<file path="src/rtl/alu_arbiter.sv">
// alu_arbiter: shares one 8-bit ALU between two requesters. Each operation is
// sequenced as load, execute, capture, and the result returns with a one-cycle ack.
module alu_arbiter #(
  parameter int EXEC_CYCLES = 2
) (
  input  logic       clk,
  input  logic       rst,
  input  logic       req0,
  input  logic       req1,
  input  logic [2:0] op0,
  input  logic [2:0] op1,
  input  logic [7:0] a0,
  input  logic [7:0] b0,
  input  logic [7:0] a1,
  input  logic [7:0] b1,
  output logic       ack0,
  output logic       ack1,
  output logic [7:0] result,
  output logic       err,
  output logic       busy,
  output logic [2:0] alu_in_sel,
  output logic [7:0] alu_num1,
  output logic [7:0] alu_num2,
  output logic [6:0] alu_out_sel,
  input  logic [7:0] alu_result
);

  typedef enum logic [2:0] {
    S_CLR  = 3'd0,
    S_IDLE = 3'd1,
    S_LOAD = 3'd2,
    S_EXEC = 3'd3,
    S_DONE = 3'd4
  } state_t;

  localparam logic [2:0] SEL_PERSIST = 3'b100;
  localparam logic [2:0] SEL_LOAD    = 3'b010;
  localparam logic [2:0] SEL_RESET   = 3'b001;
  localparam logic [2:0] OP_ILLEGAL  = 3'd7;
  localparam logic [3:0] CNT_INIT    = 4'(EXEC_CYCLES - 1);

  // Op code 0 maps to the most significant out_sel bit.
  function automatic logic [6:0] op_decode(input logic [2:0] op);
    case (op)
      3'd0:    op_decode = 7'b1000000;
      3'd1:    op_decode = 7'b0100000;
      3'd2:    op_decode = 7'b0010000;
      3'd3:    op_decode = 7'b0001000;
      3'd4:    op_decode = 7'b0000100;
      3'd5:    op_decode = 7'b0000010;
      3'd6:    op_decode = 7'b0000001;
      default: op_decode = 7'b0000000;
    endcase
  endfunction

  state_t     state_q;
  logic       ack0_q;
  logic       ack1_q;
  logic       err_q;
  logic       busy_q;
  logic       last_q;
  logic       owner_q;
  logic [7:0] result_q;
  logic [7:0] num1_q;
  logic [7:0] num2_q;
  logic [2:0] in_sel_q;
  logic [6:0] out_sel_q;
  logic [3:0] cnt_q;

  logic       grant1_d;
  logic [2:0] win_op_d;
  logic [7:0] win_a_d;
  logic [7:0] win_b_d;

  // Round-robin winner selection and mux of the winner's op and operands.
  always_comb begin
    grant1_d = 1'b0;
    if (req0 && req1) begin
      grant1_d = ~last_q;
    end else begin
      grant1_d = req1;
    end
    if (grant1_d) begin
      win_op_d = op1;
      win_a_d  = a1;
      win_b_d  = b1;
    end else begin
      win_op_d = op0;
      win_a_d  = a0;
      win_b_d  = b0;
    end
  end

  // Sequencer: state, round-robin bookkeeping and every registered output.
  always_ff @(posedge clk or posedge rst) begin
    if (rst) begin
      state_q   <= S_CLR;
      ack0_q    <= 1'b0;
      ack1_q    <= 1'b0;
      err_q     <= 1'b0;
      busy_q    <= 1'b1;
      result_q  <= 8'd0;
      in_sel_q  <= SEL_RESET;
      out_sel_q <= 7'd0;
      num1_q    <= 8'd0;
      num2_q    <= 8'd0;
      last_q    <= 1'b1;
      owner_q   <= 1'b0;
      cnt_q     <= 4'd0;
    end else begin
      ack0_q <= 1'b0;
      ack1_q <= 1'b0;
      err_q  <= 1'b0;
      case (state_q)
        S_CLR: begin
          state_q   <= S_IDLE;
          in_sel_q  <= SEL_PERSIST;
          out_sel_q <= 7'd0;
          busy_q    <= 1'b0;
        end
        S_IDLE: begin
          if (req0 || req1) begin
            owner_q <= grant1_d;
            busy_q  <= 1'b1;
            if (win_op_d == OP_ILLEGAL) begin
              // Illegal op bypasses the ALU entirely; operands stay as they were.
              state_q  <= S_DONE;
              result_q <= 8'd0;
              err_q    <= 1'b1;
              last_q   <= grant1_d;
              ack0_q   <= ~grant1_d;
              ack1_q   <= grant1_d;
            end else begin
              state_q   <= S_LOAD;
              in_sel_q  <= SEL_LOAD;
              num1_q    <= win_a_d;
              num2_q    <= win_b_d;
              out_sel_q <= op_decode(win_op_d);
            end
          end else begin
            busy_q <= 1'b0;
          end
        end
        S_LOAD: begin
          state_q  <= S_EXEC;
          in_sel_q <= SEL_PERSIST;
          cnt_q    <= CNT_INIT;
        end
        S_EXEC: begin
          if (cnt_q == 4'd0) begin
            state_q   <= S_DONE;
            result_q  <= alu_result;
            out_sel_q <= 7'd0;
            last_q    <= owner_q;
            ack0_q    <= ~owner_q;
            ack1_q    <= owner_q;
          end else begin
            cnt_q <= cnt_q - 4'd1;
          end
        end
        S_DONE: begin
          state_q <= S_IDLE;
          busy_q  <= 1'b0;
        end
        default: begin
          state_q   <= S_CLR;
          in_sel_q  <= SEL_RESET;
          out_sel_q <= 7'd0;
          busy_q    <= 1'b1;
        end
      endcase
    end
  end

  assign ack0        = ack0_q;
  assign ack1        = ack1_q;
  assign result      = result_q;
  assign err         = err_q;
  assign busy        = busy_q;
  assign alu_in_sel  = in_sel_q;
  assign alu_num1    = num1_q;
  assign alu_num2    = num2_q;
  assign alu_out_sel = out_sel_q;

endmodule

</file>
<file path="config.mk">
export PLATFORM = sky130hd
export DESIGN_NAME = alu_arbiter
export DESIGN_NICKNAME = d
export VERILOG_FILES = /design/src/rtl/alu_arbiter.sv
export SDC_FILE = /design/constraint.sdc
export NUM_CORES = 1
export LEC_CHECK = 0
export CORE_ASPECT_RATIO = 0.75
export CORE_MARGIN = 1
export CORE_UTILIZATION = 48
export DETAILED_ROUTE_END_ITERATION = 8
export HOLD_SLACK_MARGIN = 0.08
export PLACE_DENSITY = 0.86
export RECOVER_POWER = 50
export SLEW_MARGIN = 5
export SYNTH_ARGS = -nofsm -noshare
export SYNTH_HDL_FRONTEND = slang
export SYNTH_SLANG_ARGS = --single-unit
</file>
<file path="constraint.sdc">
create_clock -name clk -period 4.34 [get_ports clk]
set_input_delay 1.302 -clock clk [delete_from_list [all_inputs] [get_ports clk]]
set_output_delay 1.302 -clock clk [all_outputs]
set_load 0.01 [all_outputs]
</file>
==> flow_metrics.env, run 1 <==
export IMPL_drc=0
export IMPL_path_buf_inv=1
export IMPL_place_area_um2=3260
export IMPL_postCtsSetupBuffers=0
export IMPL_start_kind="primary input"
export IMPL_cts_buffers=5
export IMPL_yosys_top_cells_area="dfrtp_1 47%, mux2_2 19%, a22o_1 4.1%"
export IMPL_cts_htree_levels=2
export IMPL_via_per_inst=5.45
export IMPL_worstSetupPathType="primary input to flop"
export IMPL_synth_edf_count=0
export IMPL_grt_pass1_vias=1841
export IMPL_synth_largest_area_cell="dfrtp_1"
export IMPL_cap_violations=1
export IMPL_synth_compound_area_share_pct=11.8
export IMPL_synthFlopType="dfrtp_1"
export IMPL_whs_ns=0.487
export IMPL_grt_max_degree=48
export IMPL_setup_violations_final=0
export IMPL_fin_tns_setup_ns=0
export IMPL_n_antenna_cell=0
export IMPL_static_leakage_power_nw=1.46
export IMPL_worstHoldStart="last_q"
export IMPL_power_density_nw_per_um2=613
export IMPL_skew_ns=0.0102
export IMPL_grt_pass1_wl_um=9000
export IMPL_finalHoldViolations=0
export IMPL_gp_congestion=0.814
export IMPL_grt_overflow_total=0
export IMPL_synth_net_count=249
export IMPL_yosysSeqAreaShare_pct=49.8
export IMPL_die_w_um=83.1
export IMPL_yosysWarnings=0
export IMPL_worstPathCellList="dlygate4sd3_1 -> a21boi_2 -> mux2i_2 -> a31oi_1 -> a22o_1"
export IMPL_seq_area_um2=1180
export IMPL_initial_core_util_pct=51.5
export IMPL_cpPeakStageDelay_ns=0.59
export IMPL_power_frac_comb_pct=49.1
export IMPL_pin_count=88
export IMPL_synth_simple_area_share_pct=11.2
export IMPL_path_delay_family="compound AO/OA/AOI/OAI gates"
export IMPL_wl_um=5270
export IMPL_wl_per_cell_um=15.4
export IMPL_r2r_end="alu_num1[7]"
export IMPL_rrSetupSlack_ns=1.88
export IMPL_drive_gt1_share_pct=19.7
export IMPL_power_share_clock_pct=12.7
export IMPL_multi_input_area_um2=1090
export IMPL_critical_path_depth=5
export IMPL_chipHeight_um=62.8
export IMPL_ant_nets=0
export IMPL_postCtsResizedCells=0
export IMPL_crit_fanout=12
export IMPL_cts_tree="yes"
export IMPL_required_ns=4.53
export IMPL_power_w=0.00205
export IMPL_internal_power_w=0.00133
export IMPL_hp_class="flop to flop"
export IMPL_cp_end_kind="flop"
export IMPL_stdcell_area_um2=3350
export IMPL_failed_checks="capacitance limit, slew limit"
export IMPL_die_area_um2=5220
export IMPL_finalCriticalPeriod_ns=3.29
export IMPL_synth_top_family_by_area="multiplexers"
export IMPL_status="complete, but fails checks"
export IMPL_switching_power_w=0.000726
export IMPL_insertion_delay_ns=0.30
export IMPL_cp_arrival_ns=3.47
export IMPL_grtUsageMet1_pct=30.1
export IMPL_timing_final_ws_setup_ns=1.05
export IMPL_async_reset_ff_share_pct=100
export IMPL_first_pass_iters=4
export IMPL_ys_types=42
export IMPL_cts_max_path_buffers=2
export IMPL_seq_power_share_pct=38.2
export IMPL_vias=1857
export IMPL_avgSynthCellArea_um2=12.0
export IMPL_hpwl_um=3790
export IMPL_place_ws_ns=0.836
export IMPL_antenna_found_initial=0
export IMPL_grt_busiest_layer="met2"
export IMPL_clk_pin_slew_ns=0.08
export IMPL_netlist_area_leader_share_pct=46.5
export IMPL_fin_crit_sh_pct=75.7
export IMPL_postCtsHoldBufs=0
export IMPL_fillers=315
export IMPL_synth_xor_area_share_pct=0
export IMPL_min_to="last_q"
export IMPL_slowest_stage="dlygate4sd3_1"
export IMPL_slew_viol_final=48
export IMPL_rows=21
export IMPL_grtUsageMet3_pct=9.38
export IMPL_fin_nets=334
export IMPL_synthMuxAreaShare_pct=22.6
export IMPL_timing_rr_start="state_q[0]"
export IMPL_maxSlewHeadroom_pct=-14.5
export IMPL_netlist_instances=198
export IMPL_port_buffers=87
export IMPL_netlist_area_um2=2370
export IMPL_track_usage_pct=21.7
export IMPL_rsz0062_at_grt="no"
export IMPL_clkSinkCount=47
export IMPL_grtUsageMet2_pct=31.8
export IMPL_drt_iter0_markers=120
export IMPL_p_sw_share_pct=35.4
export IMPL_coreArea_um2=4600
export IMPL_yosys_register_bits=47
export IMPL_cts_root_buf="clkbuf_8"
export IMPL_synth_adder_area_share_pct=0.529
export IMPL_fmaxAchievable_ghz=0.304
export IMPL_hold_depth=2
export IMPL_reg2regPathDepth=4
export IMPL_peakVddDrop_mv=0.322
export IMPL_syn_to_final_growth_pct=41.5
export IMPL_tightestPinTransition_ns=1.72
==> layout by cell type (no fill, tap or decap), types with 3 or more instances in the layout <==
master,count
clkdlybuf4s50_1,73
dfrtp_1,44
mux2_2,40
dlygate4sd3_1,14
inv_1,12
a22o_1,11
nand2b_1,8
nor2_1,7
nand2_1,7
mux2i_1,7
nand3_1,5
and3_1,5
o21ai_0,5
clkbuf_8,5
a31oi_1,4
nor2b_1,3
dfstp_2,3
==> registers in the layout, summed over array words and instances (netlist names) <==
name and flops:
alu_num2 8, cnt_q 4, state_q 3, ack1 1
ack0 1, last_q 1, alu_out_sel 7, busy 1
err 1, alu_num1 8, owner_q 1, result 8
alu_in_sel 3
==> layer usage <==
metal / up-vias / routed length (µm) / part of all wire, %
li1: 890 / - / -
met1: 882 / 2430 / 46
met2: 81 / 2330 / 44
met3: 4 / 478 / 9.1
met4: 0 / 32 / 0.61
met5: - / 0 / 0
==> worst register-to-register path, delay by kind of cell (launching register included) <==
kind	cells	cell delay (ns)
AOI/OAI and AO/OA	1	0.21
DFF	1	0.62
muxes	1	0.42
and+or+nand+nor	2	1.12
==> metrics by stage <==
stage          std cells  util [%]
4_1_cts              341      72.8
3_5_place_dp         333      71.0
6_report             341      72.8
3_3_place_gp         333      71.0
5_1_grt              341      72.8
2_1_floorplan        198         -
==> how the worst max path moves through the flow <==
stage | from | end | slack (ns)
2_1_floorplan | req1 | alu_num1[0] | 1.61
3_3_place_gp | req1 | alu_num1[3] | 0.93
3_5_place_dp | req1 | result[3] | 0.84
4_1_cts | req1 | result[3] | 1.14
5_1_grt | req1 | result[3] | 0.93
6_report | req1 | result[3] | 1.05
==> cell usage after synthesis (4+ instances only) <==
| cell type | number |
|---|---|
| dfrtp_1 | 44 |
| mux2_2 | 40 |
| inv_1 | 12 |
| a22o_1 | 11 |
| nand2b_1 | 8 |
| mux2i_1 | 7 |
| nand2_1 | 7 |
| nor2_1 | 7 |
| and3_1 | 5 |
| clkbuf_1 | 5 |
| nand3_1 | 5 |
| o21ai_0 | 5 |
| a31oi_1 | 4 |
==> logic make-up after synthesis <==
group / count (synthesis)
multiplexers: 48
flip-flops: 47
AND/OR/NAND/NOR: 45
AO/OA/AOI/OAI: 35
buffers and inverters: 22
adder cells (fa/ha/maj): 1
==> layout make-up <==
class	count	area share (%)
clock buffers	6	2.17
inverters	12	1.34
multi-input cells	129	32.5
well taps	57	2.13
flip-flops and latches	47	35.2
clock inverters	2	0.374
repair buffers	88	26.2
==> power by group through the flow <==
stage	combinational, W	sequential [W]	clock, W
2_1_floorplan	0.000569	0.000804	0
3_3_place_gp	0.00101	0.000785	0
3_5_place_dp	0.00103	0.000787	0
4_1_cts	0.00103	0.000787	0.000265
5_1_grt	0.00110	0.000816	0.000285
6_report	0.00101	0.000784	0.000261
Power figures use the tool's default switching activity.
==> inputs of run 2 (changes only) <==
--- a/config.mk
+++ b/config.mk
@@ -7,10 +7,10 @@
 export LEC_CHECK = 0
 export CORE_ASPECT_RATIO = 0.75
 export CORE_MARGIN = 1
-export CORE_UTILIZATION = 48
+export CORE_UTILIZATION = 44
 export DETAILED_ROUTE_END_ITERATION = 8
 export HOLD_SLACK_MARGIN = 0.08
-export PLACE_DENSITY = 0.86
+export PLACE_DENSITY = 0.8
 export RECOVER_POWER = 50
 export SLEW_MARGIN = 5
 export SYNTH_ARGS = -nofsm -noshare
==> constraint.sdc (replaced) <==
create_clock -name clk -period 3.3 [get_ports clk]
set_input_delay 0.99 -clock clk [delete_from_list [all_inputs] [get_ports clk]]
set_output_delay 0.99 -clock clk [all_outputs]
set_load 0.01 [all_outputs]
==> flow_metrics.env, run 2 (synthesized netlist as in run 1, its figures left out) <==
export IMPL_cp_arrival_ns=2.96
export IMPL_fillers=383
export IMPL_finalHoldViolations=0
export IMPL_insertion_delay_ns=0.29
export IMPL_vias=1864
export IMPL_grt_overflow_total=0
export IMPL_power_w=0.00273
export IMPL_final_core_util_pct=67.7
export IMPL_drive_gt1_share_pct=20.1
export IMPL_grt_pass1_vias=1817
export IMPL_rrSetupSlack_ns=0.90
export IMPL_fin_nets=339
export IMPL_track_usage_pct=21.0
export IMPL_worstSetupPathType="primary input to flop"
export IMPL_setup_violations_final=0
export IMPL_rows=22
export IMPL_postCtsSetupBuffers=0
export IMPL_pin_count=88
export IMPL_required_ns=3.48
export IMPL_antenna_found_initial=0
export IMPL_wl_um=5380
export IMPL_first_pass_iters=4
export IMPL_power_density_nw_per_um2=801
export IMPL_start_kind="primary input"
export IMPL_peakVddDrop_mv=0.443
export IMPL_syn_to_final_growth_pct=44.1
export IMPL_fin_crit_sh_pct=84.4
export IMPL_postCtsHoldBufs=0
export IMPL_final_cell_mix="74 x clkdlybuf4s50_1, 44 x dfrtp_1, 40 x mux2_2"
export IMPL_slew_viol_final=0
export IMPL_fmaxAchievable_ghz=0.359
export IMPL_cts_buffers=5
export IMPL_wl_per_cell_um=14.9
export IMPL_drt_iter0_markers=104
export IMPL_die_w_um=86.7
export IMPL_status="finished clean"
export IMPL_cap_violations=0
export IMPL_cp_end_kind="flop"
export IMPL_static_leakage_power_nw=1.49
export IMPL_clk_pin_slew_ns=0.09
export IMPL_gp_congestion=0.796
export IMPL_coreArea_um2=5040
export IMPL_cts_htree_levels=2
export IMPL_timing_final_ws_setup_ns=0.515
export IMPL_hpwl_um=3950
export IMPL_finalCriticalPeriod_ns=2.79
export IMPL_via_per_inst=5.16
export IMPL_cts_root_buf="clkbuf_8"
export IMPL_rsz0062_at_grt="no"
export IMPL_place_ws_ns=0.338
export IMPL_skew_ns=0.00670
export IMPL_whs_ns=0.494
export IMPL_cts_tree="yes"
export IMPL_die_area_um2=5680
export IMPL_hp_class="flop to flop"
export IMPL_grt_max_degree=27
export IMPL_maxSlewHeadroom_pct=40.3
export IMPL_layout_commonest_cell="clkdlybuf4s50_1"
export IMPL_tightestPinTransition_ns=0.896
export IMPL_fin_tns_setup_ns=0
export IMPL_initial_core_util_pct=47.0
export IMPL_ant_nets=0
export IMPL_grt_pass1_wl_um=9070
export IMPL_n_antenna_cell=0
export IMPL_postCtsResizedCells=0
export IMPL_port_buffers=87
export IMPL_cts_max_path_buffers=2
export IMPL_chipHeight_um=65.5
export IMPL_clkSinkCount=47
export IMPL_crit_fanout=16
export IMPL_drc=0
-- run 2: changes by cell type in the layout (fill, tap and decap cells not counted), sizes merged --
| cell | change |
|---|---|
| buf | +3 |
| clkbuf | +2 |
| clkdlybuf4s50 | +1 |
| clkinv | -1 |
| dlygate4sd3 | -1 |
| inv | +1 |
-- run 2: routing by layer --
metal / vias up / GRT usage (%) / part of all wire, %
li1: 897 / - / -
met1: 886 / 28.9 / 47
met2: 71 / 30.4 / 44
met3: 10 / 7.79 / 8.4
met4: 0 / 7.71 / 1.2
met5: - / 0 / 0
-- run 2: worst paths after layout --
path,startpoint,endpoint,depth (start not counted)
max,req1,alu_num1[4],7
min,last_q,last_q,2
max reg2reg,cnt_q[1],alu_out_sel[2],6
min reg2reg,last_q,last_q,2
max in group asynchronous,rst,ack1,3
min in group asynchronous,rst,alu_num2[2],2
-- run 2: final cells by class --
cell class / instances / area [µm²] / area share (%)
clock buffer: 6 / 72.6 / 2.13
timing repair buffer: 93 / 921 / 27.0
sequential: 47 / 1180 / 34.6
multi-input combinational: 129 / 1090 / 31.8
inverter: 12 / 45.0 / 1.32
clock inverter: 2 / 16.3 / 0.477
tap: 72 / 90.1 / 2.64
-- run 2: worst max-delay path: stages --
cell and delay, ns:
dlygate4sd3_1 0.59, a21boi_2 0.27, mux2i_1 0.36, buf_4 0.22
nor2_2 0.04, buf_4 0.21, mux2_2 0.29
-- run 2: through the flow --
step	area [µm²]	std cells
after CTS	3420	361
final	3410	361
after floorplan	2370	198
after detailed placement	3330	353
after global routing	3410	361
after global placement	3330	353
-- run 2: power breakdown --
group / total (W) / switching [W] / internal [W] / leakage, nW
clock: 0.000345 / 0.000193 / 0.000152 / 0.0418
combinational: 0.00135 / 0.000568 / 0.000785 / 0.866
sequential: 0.00104 / 0.000204 / 0.000832 / 0.582
==> inputs of run 3 (changes only) <==
--- a/config.mk
+++ b/config.mk
@@ -7,10 +7,10 @@
 export LEC_CHECK = 0
 export CORE_ASPECT_RATIO = 0.75
 export CORE_MARGIN = 1
-export CORE_UTILIZATION = 44
+export CORE_UTILIZATION = 40
 export DETAILED_ROUTE_END_ITERATION = 8
 export HOLD_SLACK_MARGIN = 0.08
-export PLACE_DENSITY = 0.8
+export PLACE_DENSITY = 0.76
 export RECOVER_POWER = 50
 export SLEW_MARGIN = 5
 export SYNTH_ARGS = -nofsm -noshare
==> constraint.sdc (replaced) <==
create_clock -name clk -period 2.52 [get_ports clk]
set_input_delay 0.756 -clock clk [delete_from_list [all_inputs] [get_ports clk]]
set_output_delay 0.756 -clock clk [all_outputs]
set_load 0.01 [all_outputs]
==> flow_metrics.env, run 3 (synthesized netlist as in run 1, its figures left out) <==
export IMPL_wl_per_cell_um=14.7
export IMPL_cp_arrival_ns=2.51
export IMPL_cts_tree="yes"
export IMPL_die_w_um=90.8
export IMPL_rows=23
export IMPL_coreArea_um2=5530
export IMPL_required_ns=2.70
export IMPL_cp_end_kind="flop"
export IMPL_syn_to_final_growth_pct=49.7
export IMPL_gp_congestion=0.779
export IMPL_vias=1893
export IMPL_clkSinkCount=47
export IMPL_power_frac_comb_pct=50.1
export IMPL_fin_nets=355
export IMPL_antenna_found_initial=0
export IMPL_slew_viol_final=0
export IMPL_p_sw_share_pct=34.1
export IMPL_start_kind="primary input"
export IMPL_final_cell_mix="75 x clkdlybuf4s50_1, 44 x dfrtp_1, 40 x mux2_2"
export IMPL_maxSlewHeadroom_pct=26.3
export IMPL_worstPathCellList="clkdlybuf4s50_1 -> a21boi_2 -> mux2i_1 -> buf_4 -> nor2_2 -> buf_4 -> mux2_2"
export IMPL_setup_violations_final=0
export IMPL_cts_htree_levels=2
export IMPL_grt_max_degree=48
export IMPL_first_pass_iters=4
export IMPL_skew_ns=0.00800
export IMPL_path_buf_inv=3
export IMPL_drt_iter0_markers=107
export IMPL_rsz0062_at_grt="no"
export IMPL_finalHoldViolations=0
export IMPL_slowest_stage="clkdlybuf4s50_1"
export IMPL_static_leakage_power_nw=1.57
export IMPL_finalCriticalPeriod_ns=2.34
export IMPL_grt_overflow_total=0
export IMPL_chipHeight_um=68.6
export IMPL_grt_pass1_wl_um=9050
export IMPL_cts_root_buf="clkbuf_8"
export IMPL_clk_pin_slew_ns=0.08
export IMPL_power_share_clock_pct=14.4
export IMPL_tightestPinTransition_ns=1.11
export IMPL_fin_crit_sh_pct=92.7
export IMPL_die_area_um2=6230
export IMPL_fin_tns_setup_ns=0
export IMPL_crit_fanout=8
export IMPL_postCtsResizedCells=0
export IMPL_wl_um=5580
export IMPL_switching_power_w=0.00128
export IMPL_path_delay_family="buffers and inverters"
export IMPL_layout_commonest_cell="clkdlybuf4s50_1"
export IMPL_port_buffers=87
export IMPL_grt_pass1_vias=1798
export IMPL_fmaxAchievable_ghz=0.428
export IMPL_cap_violations=0
export IMPL_cts_max_path_buffers=2
export IMPL_n_antenna_cell=0
export IMPL_pin_count=88
export IMPL_seq_power_share_pct=35.4
export IMPL_hpwl_um=4250
export IMPL_status="finished clean"
export IMPL_via_per_inst=4.98
export IMPL_drc=0
export IMPL_cts_buffers=5
export IMPL_power_w=0.00374
export IMPL_power_density_nw_per_um2=1060
export IMPL_cpPeakStageDelay_ns=0.48
export IMPL_track_usage_pct=19.1
export IMPL_internal_power_w=0.00247
export IMPL_whs_ns=0.493
export IMPL_peakVddDrop_mv=0.481
export IMPL_cp_common_cell="buf_4"
export IMPL_hp_class="flop to flop"
export IMPL_drive_gt1_share_pct=24.6
export IMPL_initial_core_util_pct=42.8
export IMPL_ant_nets=0
export IMPL_postCtsHoldBufs=0
export IMPL_worstSetupPathType="primary input to flop"
export IMPL_insertion_delay_ns=0.30
export IMPL_postCtsSetupBuffers=0
run 3: metal layers:
| layer | share of wire [%] | track usage [%] | vias up |
|---|---|---|---|
| li1 | - | - | 933 |
| met1 | 46 | 25.4 | 889 |
| met2 | 46 | 29.7 | 66 |
| met3 | 7.8 | 6.69 | 5 |
| met4 | 0.72 | 5.36 | 0 |
| met5 | 0 | 0 | - |
run 3: path summary, 6_finish.rpt:
kind	slack [ns]	from	end	cells after the start
min reg2reg	0.49	last_q	last_q	2
max reg2reg	0.42	state_q[1]	alu_num1[6]	5
min in group asynchronous	1.26	rst	alu_out_sel[5]	3
max	0.18	req1	alu_num1[6]	7
min	0.49	last_q	last_q	2
max in group asynchronous	0.58	rst	alu_in_sel[2]	3
run 3: power groups by stage:
stage | combinational, W | clock, W | sequential, W
CTS | 0.00193 | 0.000552 | 0.00133
detailed placement | 0.00192 | 0 | 0.00133
global route | 0.00205 | 0.000591 | 0.00138
global placement | 0.00188 | 0 | 0.00133
finish | 0.00188 | 0.000539 | 0.00133
floorplan | 0.000979 | 0 | 0.00138
run 3: metrics by stage:
step / setup WS [ns] / cells / instance area (µm²) / util [%]
6_report: 0.185 / 380 / 3540 / 64.2
5_1_grt: 0.111 / 380 / 3540 / 64.2
4_1_cts: 0.199 / 380 / 3570 / 64.6
3_5_place_dp: -0.118 / 372 / 3460 / 62.6
3_3_place_gp: -0.0821 / 372 / 3460 / 62.6
2_1_floorplan: 0.334 / 198 / 2370 / -
run 3: area by class of cell:
cell class,instances,area [µm²]
clock buffer,6,72.6
clock inverter,2,37.5
fill,484,1980
inverter,12,45.0
multi-input combinational,129,1090
sequential,47,1180
tap,75,93.8
timing repair buffer,109,1030
run 3: worst min-delay path, delay by kind of cell, from the launching register on:
family	cells	cell delay (ns)
flops	1	0.39
mux	1	0.06
buf+inv	1	0.05
